<file path="config.mk">
export PLATFORM = sky130hd
export DESIGN_NAME = slave_port
export DESIGN_NICKNAME = d
export VERILOG_FILES = /design/src/rtl/slave_port_pkg.sv /design/src/rtl/slave_port.sv
export SDC_FILE = /design/constraint.sdc
export NUM_CORES = 1
export LEC_CHECK = 0
export ABC_AREA = 1
export BUFFER_PORTS_ARGS = -buffer_cell sky130_fd_sc_hd__buf_2
export CAP_MARGIN = 20
export CORE_MARGIN = 3
export CORE_UTILIZATION = 59
export CTS_CLUSTER_DIAMETER = 100
export DETAILED_ROUTE_END_ITERATION = 10
export GPL_TIMING_DRIVEN = 0
export PLACE_DENSITY = 0.84
export SETUP_SLACK_MARGIN = 0.3
export SYNTH_ARGS = -nofsm -noshare
export SYNTH_HDL_FRONTEND = slang
export SYNTH_SLANG_ARGS = --single-unit
export TNS_END_PERCENT = 10
</file>
<file path="constraint.sdc">
create_clock -name clk -period 4.7 [get_ports clk]
set_clock_uncertainty 0.2 [all_clocks]
set_input_delay 0.47 -clock clk [delete_from_list [all_inputs] [get_ports clk]]
set_output_delay 0.47 -clock clk [all_outputs]
set_load 0.1 [all_outputs]
</file>
<file path="src/rtl/slave_port_pkg.sv">
// Shared definitions for the serial bus slave port: FSM encoding and default widths.
package slave_port_pkg;

    localparam int unsigned DefAddrWidth = 12;
    localparam int unsigned DefDataWidth = 8;

    typedef enum logic [2:0] {
        StIdle,
        StAddr,
        StWdata,
        StMemwr,
        StMemrd,
        StSplit,
        StWaitgnt,
        StRdata
    } state_e;

    // Bit counter width able to index the wider of the address and data fields.
    function automatic int unsigned cnt_width(input int unsigned aw, input int unsigned dw);
        int unsigned m;
        m = (aw > dw) ? aw : dw;
        return (m > 1) ? $clog2(m) : 1;
    endfunction

endpackage

</file>
<file path="src/rtl/slave_port.sv">
// Serial bus slave port: deserialises address/write data, drives a memory device,
// optionally splits reads, and serialises read data back onto the bus.
module slave_port
    import slave_port_pkg::*;
#(
    parameter int unsigned ADDR_WIDTH = DefAddrWidth,
    parameter int unsigned DATA_WIDTH = DefDataWidth,
    parameter int unsigned SPLIT_EN   = 0
) (
    input  logic                  clk,
    input  logic                  rstn,
    output logic [ADDR_WIDTH-1:0] smemaddr,
    output logic [DATA_WIDTH-1:0] smemwdata,
    output logic                  smemwen,
    output logic                  smemren,
    input  logic [DATA_WIDTH-1:0] smemrdata,
    input  logic                  smemrvalid,
    input  logic                  swdata,
    input  logic                  smode,
    input  logic                  mvalid,
    output logic                  srdata,
    output logic                  svalid,
    output logic                  sready,
    output logic                  ssplit,
    input  logic                  split_grant
);

    localparam int unsigned CntW = cnt_width(ADDR_WIDTH, DATA_WIDTH);
    localparam logic [CntW-1:0] AddrLast = CntW'(ADDR_WIDTH - 1);
    localparam logic [CntW-1:0] DataLast = CntW'(DATA_WIDTH - 1);

    state_e                  state_q, state_d;
    logic [CntW-1:0]         cnt_q, cnt_d;
    logic [ADDR_WIDTH-1:0]   addr_q, addr_d;
    logic [DATA_WIDTH-1:0]   wdata_q, wdata_d;
    logic [DATA_WIDTH-1:0]   rdata_q, rdata_d;
    logic                    mode_q, mode_d;
    logic                    smemwen_q, smemwen_d;
    logic                    smemren_q, smemren_d;
    logic                    ssplit_q, ssplit_d;
    logic                    svalid_q, svalid_d;
    logic                    srdata_q, srdata_d;

    logic                    rvalid_ok;
    logic [ADDR_WIDTH-1:0]   addr_bit;
    logic [DATA_WIDTH-1:0]   wdata_bit;
    logic [DATA_WIDTH-1:0]   rdata_sh;

    // Read data arriving alongside the strobe belongs to nothing we asked for.
    assign rvalid_ok = smemrvalid & ~smemren_q;

    assign addr_bit  = {{(ADDR_WIDTH - 1){1'b0}}, swdata} << cnt_q;
    assign wdata_bit = {{(DATA_WIDTH - 1){1'b0}}, swdata} << cnt_q;

    always_ff @(posedge clk) begin
        if (!rstn) begin
            state_q   <= StIdle;
            cnt_q     <= '0;
            addr_q    <= '0;
            wdata_q   <= '0;
            rdata_q   <= '0;
            mode_q    <= 1'b0;
            smemwen_q <= 1'b0;
            smemren_q <= 1'b0;
            ssplit_q  <= 1'b0;
            svalid_q  <= 1'b0;
            srdata_q  <= 1'b0;
        end else begin
            state_q   <= state_d;
            cnt_q     <= cnt_d;
            addr_q    <= addr_d;
            wdata_q   <= wdata_d;
            rdata_q   <= rdata_d;
            mode_q    <= mode_d;
            smemwen_q <= smemwen_d;
            smemren_q <= smemren_d;
            ssplit_q  <= ssplit_d;
            svalid_q  <= svalid_d;
            srdata_q  <= srdata_d;
        end
    end

    always_comb begin
        state_d = state_q;
        cnt_d   = cnt_q;
        addr_d  = addr_q;
        wdata_d = wdata_q;
        rdata_d = rdata_q;
        mode_d  = mode_q;

        unique case (state_q)
            StIdle: begin
                if (mvalid) begin
                    addr_d  = {{(ADDR_WIDTH - 1){1'b0}}, swdata};
                    mode_d  = smode;
                    cnt_d   = CntW'(1);
                    state_d = StAddr;
                end
            end
            StAddr: begin
                if (mvalid) begin
                    addr_d = addr_q | addr_bit;
                    if (cnt_q == AddrLast) begin
                        cnt_d = '0;
                        if (mode_q) begin
                            wdata_d = '0;
                            state_d = StWdata;
                        end else begin
                            state_d = StMemrd;
                        end
                    end else begin
                        cnt_d = cnt_q + CntW'(1);
                    end
                end
            end
            StWdata: begin
                if (mvalid) begin
                    wdata_d = wdata_q | wdata_bit;
                    if (cnt_q == DataLast) begin
                        cnt_d   = '0;
                        state_d = StMemwr;
                    end else begin
                        cnt_d = cnt_q + CntW'(1);
                    end
                end
            end
            StMemwr: begin
                state_d = StIdle;
            end
            StMemrd: begin
                if (SPLIT_EN != 0) begin
                    state_d = StSplit;
                end else if (rvalid_ok) begin
                    rdata_d = smemrdata;
                    cnt_d   = '0;
                    state_d = StRdata;
                end
            end
            StSplit: begin
                if (smemrvalid) begin
                    rdata_d = smemrdata;
                    state_d = StWaitgnt;
                end
            end
            StWaitgnt: begin
                if (split_grant) begin
                    cnt_d   = '0;
                    state_d = StRdata;
                end
            end
            StRdata: begin
                if (cnt_q == DataLast) begin
                    cnt_d   = '0;
                    state_d = StIdle;
                end else begin
                    cnt_d = cnt_q + CntW'(1);
                end
            end
            default: begin
                state_d = StIdle;
            end
        endcase
    end

    // Outputs are registered, so they are decoded from the next state.
    always_comb begin
        rdata_sh  = rdata_d >> cnt_d;
        smemwen_d = (state_d == StMemwr);
        smemren_d = (state_d == StMemrd) && (state_q != StMemrd);
        ssplit_d  = (SPLIT_EN != 0) && ((state_d == StMemrd) || (state_d == StSplit));
        svalid_d  = (state_d == StRdata);
        srdata_d  = (state_d == StRdata) ? rdata_sh[0] : 1'b0;
    end

    assign smemaddr  = addr_q;
    assign smemwdata = wdata_q;
    assign smemwen   = smemwen_q;
    assign smemren   = smemren_q;
    assign ssplit    = ssplit_q;
    assign svalid    = svalid_q;
    assign srdata    = srdata_q;
    assign sready    = (state_q == StIdle);

endmodule

</file>
==> metrics list, run 1 <==
- Ordered cell list for the critical path: ha_1, nand3_1, nand2_1, o21ai_0, nor3b_1, nand2_1, nand3_1, nor2_1, nand2_1, nor2_1
* Avg Inst Size Synth: 6.49 sq um
* Placer Congestion: around 0.98
- On the critical path, the stage with the largest delay is an instance of sky130_fd_sc_hd__dfxtp_1.
* Final-report setup violation count: 0
- Category of the worst setup path launch point: flop
- In the global route stage, overall resource usage came out at between 20% and 30%.
- No sink is reached through more buffers than the 2 on the longest clock path.
- Dividing the detail-routed via count by the number of cells gives about 5.2.
- After synthesis, flip-flops and latches occupy 36.8% of the total area.
* Post-Route WL: 5090 um
* Starting DRC count in detailed routing: between 200 and 250
- Post-Syn Nets: about 350
- The first global-routing pass estimated about 8500 um of wire.
- At the worst endpoint, the arrival time is approximately 2.3 ns.
- Number of setup buffers added after CTS: 0
- TritonCTS created 5 clock buffers.
- The most critical setup path has its startpoint at cnt_q[0]$_SDFF_PN0_.
- In this run the core area contains 21 standard-cell rows.
- Result of the run: finished, final reports clean
- Vias in the first global route: approximately 1900
- Proportion of netlist area held by the largest area contributor: ~37%
- Count of nets left with antenna violations after detail routing: 0
* Die span in y: roughly 67 um
* Fraction of the cycle the final worst path needs: 49.2%
* Total inserted antenna cells: 0
- Of all cell types, the one taking the most synthesized area is sky130_fd_sc_hd__dfxtp_1.
* Reg-to-reg critical path startpoint: cnt_q[0]$_SDFF_PN0_
- The number of buffers and inverters on the critical path is 0.
- The tightest hold path in the finished design has a slack of 0.239 ns.
* Number of cells produced by synthesis: about 340
- After detailed routing, the average wire length per cell comes to ~12 um.
* Post-layout nets: 396
- Clock root cell: sky130_fd_sc_hd__clkbuf_8
- Measured in cells, the most critical reg-to-reg path has a length of 10.
- Hold path start: rstn
- CTS H-tree lvls: 2
- Proportion of layout cells with a drive suffix above 1: approximately a fifth
- For this block, the via count after detailed routing is approximately 2200.
- Synthesis-stage register bit count: 40
* Count of instances resized after the clock tree is built: 0
* Largest cells by area after synthesis: sky130_fd_sc_hd__dfxtp_1 (37%), sky130_fd_sc_hd__inv_1 (11%), sky130_fd_sc_hd__nand2_1 (9.8%)
- Required time reported for the critical path endpoint: approximately 4.7 ns
* Cell repeated most along the worst path: sky130_fd_sc_hd__nand2_1
- The number of antenna violations at the first check in global routing is 0.
- The initial utilization of the core area, before any placement, comes to 63.1%.
- # Max-Cap Violations: 0
* Longest individual stage delay on the worst path: around 0.52 ns
- After detailed routing, the number of remaining DRC violations is 0.
* Classification of the worst setup path: reg2reg
* Clock-pin transition on the worst setup and hold timing paths: around 0.080 ns
- At the pin with the least slew margin, the transition time is 0.543 ns.
- Input and output buffers added on the ports amount to 38.
- For this run, the number of Yosys warnings is 0.
* Largest driver fanout on the critical path: 8
- Total gr overflow: 0
- For the finished layout, the period the worst path requires is about 2.3 ns.
- Setup repair after global routing missed its margin: false
- Die footprint: 4450 sq um
- Count of endpoints failing hold in the final timing report: 0
- Area of the placeable core: 3440 sq um
- Entering global routing, the biggest net connects 14 pins.
- Counting distinct cell types in the post-synthesis netlist gives 31.
- Quantity of hold-fixing buffers added after cts: 0
- Summed over all cells, the static leakage comes to 1.24 nW.
- The HPWL after detailed placement is about 3900 um.
- Maximum clock frequency: roughly 0.43 GHz
- Worst Setup End Kind: flop
- Power spread over the standard cell area amounts to about 290 nW/um^2.
- Synthesized area: 2170 sq um
- The cell family contributing the most delay on the critical path is simple AND/OR/NAND/NOR gates.
- Area added between synthesis and finish: 17.0%
* Cell depth of the worst min-delay path: 3
* Rel. slew slack: 63.4%
- Count of TritonRoute iterations in the first routing pass: 5
- During I/O placement, the number of pins put on the boundary was a little over 40.
* Total negative slack: 0 ns
* Slew Viols, Final: 0
- Clock latency reported for the late side of the worst-skew pair: roughly 0.29 ns
- The critical path runs through a total of 10 cells.
- IR drop worst, VDD: about 220 uV
- Die Width: 66.7 um
* TritonCTS clock tree: built
- The path class of the tightest hold or removal check is in2reg.
- For this design, the sink count on the clock tree is 40.
-- registers in the layout, summed over array words and instances (netlist names) --
signal,count
srdata,1
state_q,3
mode_q,1
smemwen,1
cnt_q,4
rdata_q,8
svalid,1
smemaddr,12
smemren,1
smemwdata,8
-- path summary, 6_finish.rpt --
check | endpoint | slack (ns)
max | srdata$_SDFF_PP0_ | 2.39
min | state_q[2]$_SDFF_PN0_ | 0.24
max reg2reg | srdata$_SDFF_PP0_ | 2.39
min reg2reg | smemaddr[7]$_SDFFE_PN0P_ | 0.25
-- cells in the mapped netlist (all sizes together) --
cell type and number:
dfxtp 40, nor3 10, a31oi 4, inv 67
ha 1, and2 1, o211ai 5, nand2 66
buf 4, xor2 1, nor4 1, or2 3
nor3b 1, a211oi 1, nand3 26, nor2 51
a21oi 25, o21ai 23, o31ai 1, conb 1
clkbuf 3
-- per-stage QoR --
step	power, mW	setup slack [ns]	instances	cell area (sq um)	utilization (%)
global route	0.775	2.23	427	2540	73.9
detailed placement	0.454	2.49	419	2420	70.3
CTS	0.745	2.46	427	2540	73.9
floorplan	0.432	2.42	335	2170	-
global placement	0.452	2.52	419	2420	70.3
finish	0.742	2.39	427	2540	73.9
-- worst register-to-register path: cells and delay by family (launching register included) --
kind / cells / cell delay, ns
adder cells (fa/ha/maj): 1 / 0.29
flip-flops: 1 / 0.52
AO/OA/AOI/OAI: 1 / 0.11
AND/OR/NAND/NOR: 8 / 1.11
-- cell families after synthesis --
group / synth area share (%)
other: 0.173
XOR/XNOR: 0.403
flip-flops: 36.8
AO/OA/AOI/OAI: 15.9
AND/OR/NAND/NOR: 32.7
buffers and inverters: 13.4
adder cells (fa/ha/maj): 0.576
-- cell type report --
type | instances | area, sq um
Buffer | 7 | 40.0
Clock buffer | 6 | 82.6
Clock inverter | 2 | 38.8
Fill cell | 305 | 900
Inverter | 67 | 251
Multi-Input combinational cell | 221 | 1080
Sequential cell | 40 | 801
Tap cell | 46 | 57.6
Timing Repair Buffer | 38 | 190
-- power breakdown --
part / switching, mW / internal [mW] / total (mW) / leakage [nW]
Sequential: 0.00612 / 0.343 / 0.349 / 0.323
Combinational: 0.0699 / 0.0282 / 0.0982 / 0.859
Clock: 0.122 / 0.174 / 0.296 / 0.0614
-- layout by cell type, fill, tap and decap left out, drive strengths merged --
| master | count |
|---|---|
| nor3 | 10 |
| a211oi | 1 |
| or2 | 3 |
| a21oi | 25 |
| xor2 | 1 |
| bufinv | 1 |
| ha | 1 |
| a31oi | 4 |
| nand3 | 26 |
| clkinv | 1 |
| o211ai | 5 |
| nand2 | 66 |
| conb | 1 |
| and2 | 1 |
| inv | 67 |
| o31ai | 1 |
| buf | 42 |
| nor2 | 51 |
| o21ai | 23 |
| clkbuf | 9 |
| nor3b | 1 |
| nor4 | 1 |
| dfxtp | 40 |
-- layer usage --
| layer | up-vias | global-route usage (%) | routed length, um |
|---|---|---|---|
| li1 | 1141 | - | - |
| met2 | 91 | 40.1 | 2330 |
| met1 | 984 | 32.8 | 2300 |
| met4 | 0 | 8.12 | 89 |
| met3 | 10 | 5.06 | 357 |
| met5 | - | 0 | 0 |
Power figures use the tool's default switching activity.
==> inputs of run 2 (changes only) <==
CORE_UTILIZATION = 55   (was 59)
PLACE_DENSITY = 0.79   (was 0.84)
clock period = 2.4 ns   (was 4.7 ns; I/O delays follow)
==> run 2 against run 1 <==
Against the previous run:
- largest power group unchanged
- final area is 2.5% higher
- combinational power is 100% higher
- clock-buffer cell count is 1 lower
- first-iteration DRC count is 31% lower
- die area is 6.6% higher
==> metrics list, run 2 (synthesis gave the netlist of run 1 again) <==
- Clock period minus final worst setup slack: 1.98 ns (-0.337 ns)
* Commonest cells after routing, fill and taps aside: sky130_fd_sc_hd__inv_1 (63), sky130_fd_sc_hd__nand2_1 (55), sky130_fd_sc_hd__nor2_1 (44), sky130_fd_sc_hd__buf_2 (40), sky130_fd_sc_hd__dfxtp_1 (35)
- Total negative slack: 0 ns (unchanged)
* Slew at the pin with the worst max-slew slack: 0.516 ns (-0.0270 ns)
- Post-layout nets: 396 (unchanged)
* Starting DRC count in detailed routing: 141 (-31%)
- Fin util: 69.6% (-4.2 points)
- The register clock-pin slew on the reported worst setup and hold paths was 0.07 ns (about the same).
* Via-to-Cell Ratio: 5.07 (-2.8%)
* Count of endpoints failing hold in the final timing report: 0 (unchanged)
- The die boundary width was 68.9 um (+3.3%).
- The source-to-sink clock delay at the later pin of the worst-skew pair was 0.29 ns (about the same).
* Ordered cell list for the critical path: buf_2, inv_2, nand3_1, inv_1, a21oi_1, a211oi_4, nand2_1, nand2_2, a21oi_1
- First element of the critical path: cnt_q[2]$_SDFF_PN0_
* Slowest CP cell: sky130_fd_sc_hd__a211oi_4
- Clock root cell: sky130_fd_sc_hd__clkbuf_8
- The setup slack of the critical path after layout is 0.424 ns (-1.96 ns).
- Worst-case setup slack after placement: 0.202 ns (-2.28 ns)
* Post-Place Cells: 421 (+0.48%)
- The weighted congestion at the end of routability-driven global placement came to 0.882 (-9.7%).
* Number of buffers inserted during clock tree synthesis: 5 (unchanged)
* Total global-route track usage: 23.0% (-1.8 points)
- Final-report setup violation count: 0 (unchanged)
* Die footprint: 4740 sq um (+6.6%)
- Count of TritonRoute iterations in the first routing pass: 4 (-1)
- The standard-cell row count came to 22 (+4.8%).
* TritonCTS clock tree: built
- The largest net degree at the start of global routing is 13 (-1).
* Hold crit path type: in2reg
* Quantity of hold-fixing buffers added after cts: 0 (unchanged)
* Cell repeated most along the worst path: sky130_fd_sc_hd__a21oi_1
- CTS H-tree lvls: 2 (unchanged)
* PD cells: 585 nW/um^2 (+100%)
* FF+latch area: 812 sq um (+1.4%)
* Area of the placeable core: 3740 sq um (+8.8%)
- Rel. slew slack: 65.6% (+2.1 points)
* IR drop worst, VDD: 588 uV (+170%)
- Half-perimeter wire length after detailed placement: 3830 um (-1.3%)
* First-pass GRT wire length: 8270 um (-2.7%)
- The overall via count from detail_route came to 2169 (-2.6%).
- The fraction of layout cells with a size suffix above 1 came to 22.4% (+2.7 points).
* Max Root-Sink Buffers: 2 (unchanged)
* Initial antenna violation count: 0 (unchanged)
- STA classifies the critical path startpoint as a flop.
- Worst Setup End Kind: flop
- The largest incremental delay on the critical path came to 0.34 ns (-0.18 ns).
- The number of top-level design ports came to 41 (unchanged).
- Area of the multi-input gates: 1120 sq um (+3.9%)
* Number of setup buffers added after CTS: 0 (unchanged)
- TritonCTS sink count: 40 (unchanged)
- Die span in y: 68.9 um (+3.3%)
- Port-buffer cells: 38 (unchanged)
- The number of flip-flops under the largest register name came to 12 (unchanged).
- WP data arrival: 1.96 ns (-0.34 ns)
* # Max-Cap Violations: 0 (unchanged)
- The portion of the clock cycle consumed by the worst path in the final layout was 82.3% (+33 points).
- Reg-to-reg critical path startpoint: cnt_q[2]$_SDFF_PN0_
- The highest clock frequency the design can meet is 0.506 GHz (+17%).
- Result of the run: finished, final reports clean
- Area added between synthesis and finish: 19.9%
- The routed wire length came to 5040 um (-0.94%).
- The total congestion overflow came to 0 (unchanged).
- The count of non-filler cells in the finished layout was 428 (+0.23%).
- Total inserted antenna cells: 0 (unchanged)
* # DRC: 0 (unchanged)
- The via count of the first global-routing pass is 1911 (-0.88%).
* Classification of the worst setup path: reg2reg
- Count of nets left with antenna violations after detail routing: 0 (unchanged)
* Setup repair after global routing missed its margin: false
- Most common cell after layout, fill and taps aside: sky130_fd_sc_hd__inv_1
- Largest driver fanout on the critical path: 9 (+1)
* Required time reported for the critical path endpoint: 2.38 ns (-2.31 ns)
* Average wire length per cell after detail routing: 11.8 um (-1.2%)
- The starting density of the core is 58.1% (-5.1 points).
- Slew Viols, Final: 0 (unchanged)
- The static leakage was 1.25 nW (+0.58%).
- Hold path start: rstn
* Number of filler instances in the final layout: 345 (+13%)
==> run 2: cell count changes in the layout (fill, tap and decap cells not counted), sizes merged <==
cell    delta
clkinv     -1
clkbuf     -1
bufinv     +1
==> run 2: cell type report <==
class / instances / share of cell area, %
buffer: 7 / 1.54
clock buffer: 5 / 2.64
clock inverter: 2 / 2.30
inverter: 67 / 9.65
multi-input combinational: 221 / 43.1
sequential: 40 / 31.2
tap: 48 / 2.30
timing repair buffer: 38 / 7.30
==> run 2: power by group <==
group | leakage, nW | internal (mW) | switching, mW
Sequential | 0.326 | 0.671 | 0.0141
Combinational | 0.861 | 0.0573 | 0.141
Clock | 0.0642 | 0.409 | 0.230
==> run 2: metal layers <==
| metal | vias up | GRT usage [%] | wire (um) |
|---|---|---|---|
| met1 | 979 | 31.9 | 2460 |
| met2 | 47 | 35.5 | 2300 |
| met5 | - | 0 | 0 |
| met4 | 0 | 8.52 | 67 |
| li1 | 1136 | - | - |
| met3 | 7 | 4.05 | 204 |
==> run 2: worst paths after layout <==
kind                                to  slack (ns)  cells after the start
max          smemwdata[4]$_SDFFE_PN0P_        0.42                      9
min              state_q[2]$_SDFF_PN0_       0.005                      3
max reg2reg  smemwdata[4]$_SDFFE_PN0P_        0.42                      9
min reg2reg   smemaddr[7]$_SDFFE_PN0P_        0.25                      2
==> run 2: through the flow <==
stage | total power [mW] | cell area [sq um] | hold WS (ns)
after floorplan | 0.846 | 2170 | 0.191
after global placement | 0.888 | 2420 | 0.233
after detailed placement | 0.890 | 2420 | 0.240
after CTS | 1.52 | 2560 | 0.00495
after global routing | 1.57 | 2610 | 0.0417
final | 1.52 | 2610 | 0.00465
==> run 2: worst max-delay path, delay by kind of cell (launching register included) <==
| kind | cells | cell delay, ns |
|---|---|---|
| AO/OA/AOI/OAI | 3 | 0.50 |
| AND/OR/NAND/NOR | 3 | 0.43 |
| buffers and inverters | 3 | 0.42 |
| flip-flops | 1 | 0.30 |
==> run 2: repair_timing <==
item | in CTS | in global routing
resized for setup | 3 | 14
setup endpoints to repair | 10 | 10
pin swaps | 0 | 1
cloned | 0 | 0
==> inputs of run 3 (changes only) <==
CORE_UTILIZATION = 50   (was 55)
PLACE_DENSITY = 0.76   (was 0.79)
clock period = 1.8 ns   (was 2.4 ns; I/O delays follow)
==> run 3 against run 2 <==
Against the previous run:
- the run now ends with negative setup slack left
- clock-buffer cell count grew 2
- fmax up 3.2%
- setup slack lost 0.54 ns
- sequential power grew 32%
- core utilization increased by 8.1 points
- worst hold slack got worse by 0.00063 ns
- power increased by 30%
- die area grew 9.1%
- combinational power is 100% higher
- cell count up 5.1%
- critical path type unchanged
- largest power group unchanged
- highest routed layer unchanged
==> metrics list, run 3 (synthesis gave the netlist of run 1 again) <==
- The portion of the clock cycle consumed by the worst path in the final layout came to 106% (+24 points).
- TritonCTS clock tree: built
- Clock period minus final worst setup slack: 1.91 ns (-0.0618 ns)
* Final-report setup violation count: 7 (+7)
- The flow ran to the end, but the final reports show violations.
- Walking the worst path, the cells encountered are inv_2, nand3_4, nand2_4, nand2_1, inv_1, nand3_4, nand2_4, nand2_4, nand2_2, nand3_2, nand2_2, nor2_2, nor2_2.
- The total congestion overflow is 0 (unchanged).
- The max capacitance violation total is 0 (unchanged).
* Vias in the first global route: 2030 (+6.2%)
- The highest ir drop seen on vdd came to 490 uV (-17%).
* Proportion of layout cells with a drive suffix above 1: 46.0% (+24 points)
- The register clock-pin slew on the reported worst setup and hold paths came to 0.08 ns (about the same).
- The total iterations of the first detailed-routing run is 4 (unchanged).
- The arrival time of data at the critical path endpoint was 1.92 ns (-0.04 ns).
- The core footprint came to 4090 sq um (+9.2%).
- The min-delay analysis places its worst path in the category in2reg.
- Worst-case setup slack after placement: -0.200 ns (-0.402 ns)
- The critical path is of the reg2reg type.
- The global-route wire length before repair was 8960 um (+8.4%).
* Maximum number of pins on one net before global-route repair: 13 (unchanged)
- The number of antenna violations at the first check in global routing was 0 (unchanged).
- The required time at the endpoint of the critical path came to 1.80 ns (-0.58 ns).
- The HPWL after detailed placement is 3830 um (+0.18%).
- Count of nets left with antenna violations after detail routing: 0 (unchanged)
* TritonCTS sink count: 40 (unchanged)
- The power per standard cell area is 625 nW/um^2 (+6.9%).
- The met1 capacity usage during global routing is 29.8% (-2.1 points).
- The routed wire length came to 6420 um (+27%).
* Maximum clock frequency: 0.522 GHz (+3.2%)
- Count of endpoints failing hold in the final timing report: 0 (unchanged)
* GR Layer Usage met3: 4.16% (+0.10 points)
* Starting density of the core: 53.2% (-4.9 points)
- The worst register-to-register path begins at cnt_q[3]$_SDFF_PN0_.
- Post-layout nets: 415 (+4.8%)
- Clock root cell: sky130_fd_sc_hd__clkbuf_8
- Largest driver fanout on the critical path: 7 (-2)
* Total inserted antenna cells: 0 (unchanged)
* Slowest CP cell: sky130_fd_sc_hd__dfxtp_2
* Worst Setup End Kind: flop
* Overall via count from detail_route: 2356 (+8.6%)
- The static leakage came to 1.48 nW (+18%).
* Post-Place Cells: 423 (+0.48%)
- Relative to the synthesized area, the layout overhead comes to 46.2%.
* Post-layout instance count excluding filler cells: 450 (+5.1%)
- The weighted congestion at the end of routability-driven global placement was 0.907 (+2.8%).
* Global-route track usage on met2: 34.8% (-0.68 points)
* Hold slack: 0.00401 ns (-0.000632 ns)
- Number of placed I/O pins: 41 (unchanged)
- # DRC: 0 (unchanged)
- The slew at the pin closest to its max-slew limit was 0.567 ns (+0.0505 ns).
- Max Root-Sink Buffers: 2 (unchanged)
- The number of flip-flops under the largest register name is 12 (unchanged).
- Commonest cells after routing, fill and taps aside: sky130_fd_sc_hd__inv_1 (51), sky130_fd_sc_hd__nand2_1 (40), sky130_fd_sc_hd__buf_2 (38), sky130_fd_sc_hd__dfxtp_1 (33), sky130_fd_sc_hd__nor2_1 (30)
- The final count of pins violating max slew is 0 (unchanged).
- The iteration-0 DRC count of the detailed router came to 155 (+9.9%).
* Port-buffer cells: 38 (unchanged)
* Via-to-Cell Ratio: 5.24 (+3.3%)
* Average wire length per cell after detail routing: 14.3 um (+21%)
* First element of the critical path: cnt_q[3]$_SDFF_PN0_
* Die footprint: 5170 sq um (+9.1%)
- Setup repair after global routing could not meet its margin everywhere.
- The setup slack of the critical path after layout came to -0.115 ns (-0.538 ns).
- The H-tree depth reported by CTS came to 2 (unchanged).
* Die span in y: 71.9 um (+4.5%)
- The most numerous cell type found on the critical path is sky130_fd_sc_hd__nand2_4.
- Clock latency reported for the late side of the worst-skew pair: 0.30 ns (about the same)
* Die Width: 71.9 um (+4.5%)
* Rel. slew slack: 62.2% (-3.4 points)
* Longest individual stage delay on the worst path: 0.45 ns (+0.11 ns)
- Hold path start: smode
- Row cnt: 23 (+4.5%)
- Fin util: 77.7% (+8.1 points)
* Category of the worst setup path launch point: flop
- Layer with the highest usage after global routing: met2
- The library cell used most frequently in the layout, excluding fill and tap cells, is sky130_fd_sc_hd__inv_1.
* Total global-route track usage: 21.8% (-1.1 points)
- The final reports fail on negative setup slack.
- Number of buffers inserted during clock tree synthesis: 5 (unchanged)
run 3: cell types whose count changed in the layout (fill, tap and decap cells not counted), sizes merged, moves of 2 or more:
cell,previous run,this run
clkbuf,8,10
bufinv,2,0
buf,42,58
dlygate4sd3,0,2
run 3: layout make-up:
| cell class | instances | area (sq um) |
|---|---|---|
| fillers | 295 | 910 |
| multi-input cells | 222 | 1510 |
| plain buffers | 7 | 47.5 |
| clock inverters | 1 | 5.00 |
| well taps | 50 | 62.6 |
| repair buffers | 56 | 360 |
| clock buffers | 7 | 97.6 |
| inverters | 67 | 273 |
| flip-flops and latches | 40 | 822 |
run 3: metal layers:
| metal | part of all wire [%] | vias to the layer above |
|---|---|---|
| met4 | 2.6 | 0 |
| met1 | 43 | 1079 |
| met5 | 0 | - |
| met2 | 48 | 79 |
| li1 | - | 1179 |
| met3 | 6.0 | 19 |
run 3: final timing paths:
path / to / slack, ns / depth (start not counted)
max: srdata$_SDFF_PP0_ / -0.11 / 13
max reg2reg: srdata$_SDFF_PP0_ / -0.11 / 13
min: mode_q$_SDFFE_PN0P_ / 0.004 / 3
min reg2reg: smemwdata[0]$_SDFFE_PN0P_ / 0.25 / 2
run 3: stage by stage:
| step | power (mW) | setup TNS (ns) | area [sq um] |
|---|---|---|---|
| after floorplan | 1.13 | 0 | 2220 |
| after global placement | 1.19 | -1.72 | 2470 |
| after detailed placement | 1.19 | -1.53 | 2470 |
| after CTS | 1.88 | 0 | 2810 |
| after global routing | 2.05 | -1.02 | 3180 |
| final | 1.99 | -0.189 | 3180 |
run 3: timing repair:
| item | 4_1_cts | 5_1_grt |
|---|---|---|
| setup endpoints to repair | 37 | 38 |
| buffers inserted | 9 | 7 |
| endpoints found under the hold margin | 2 | 0 |
| resized for setup | 39 | 92 |
| cloned | 1 | 0 |
| pin swaps | 15 | 50 |
| hold buffers | 2 | 0 |
run 3: worst max-delay path: cells and delay by family, from the launching register on:
family	cells	cell delay, ns
and+or+nand+nor	11	0.95
DFF	1	0.45
buffers and inverters	2	0.21
run 3: where the power goes:
part	leakage (nW)	internal [mW]	switching, mW
Combinational	1.10	0.137	0.270
Clock	0.0534	0.356	0.317
Sequential	0.328	0.892	0.0139
Total	1.48	1.38	0.601
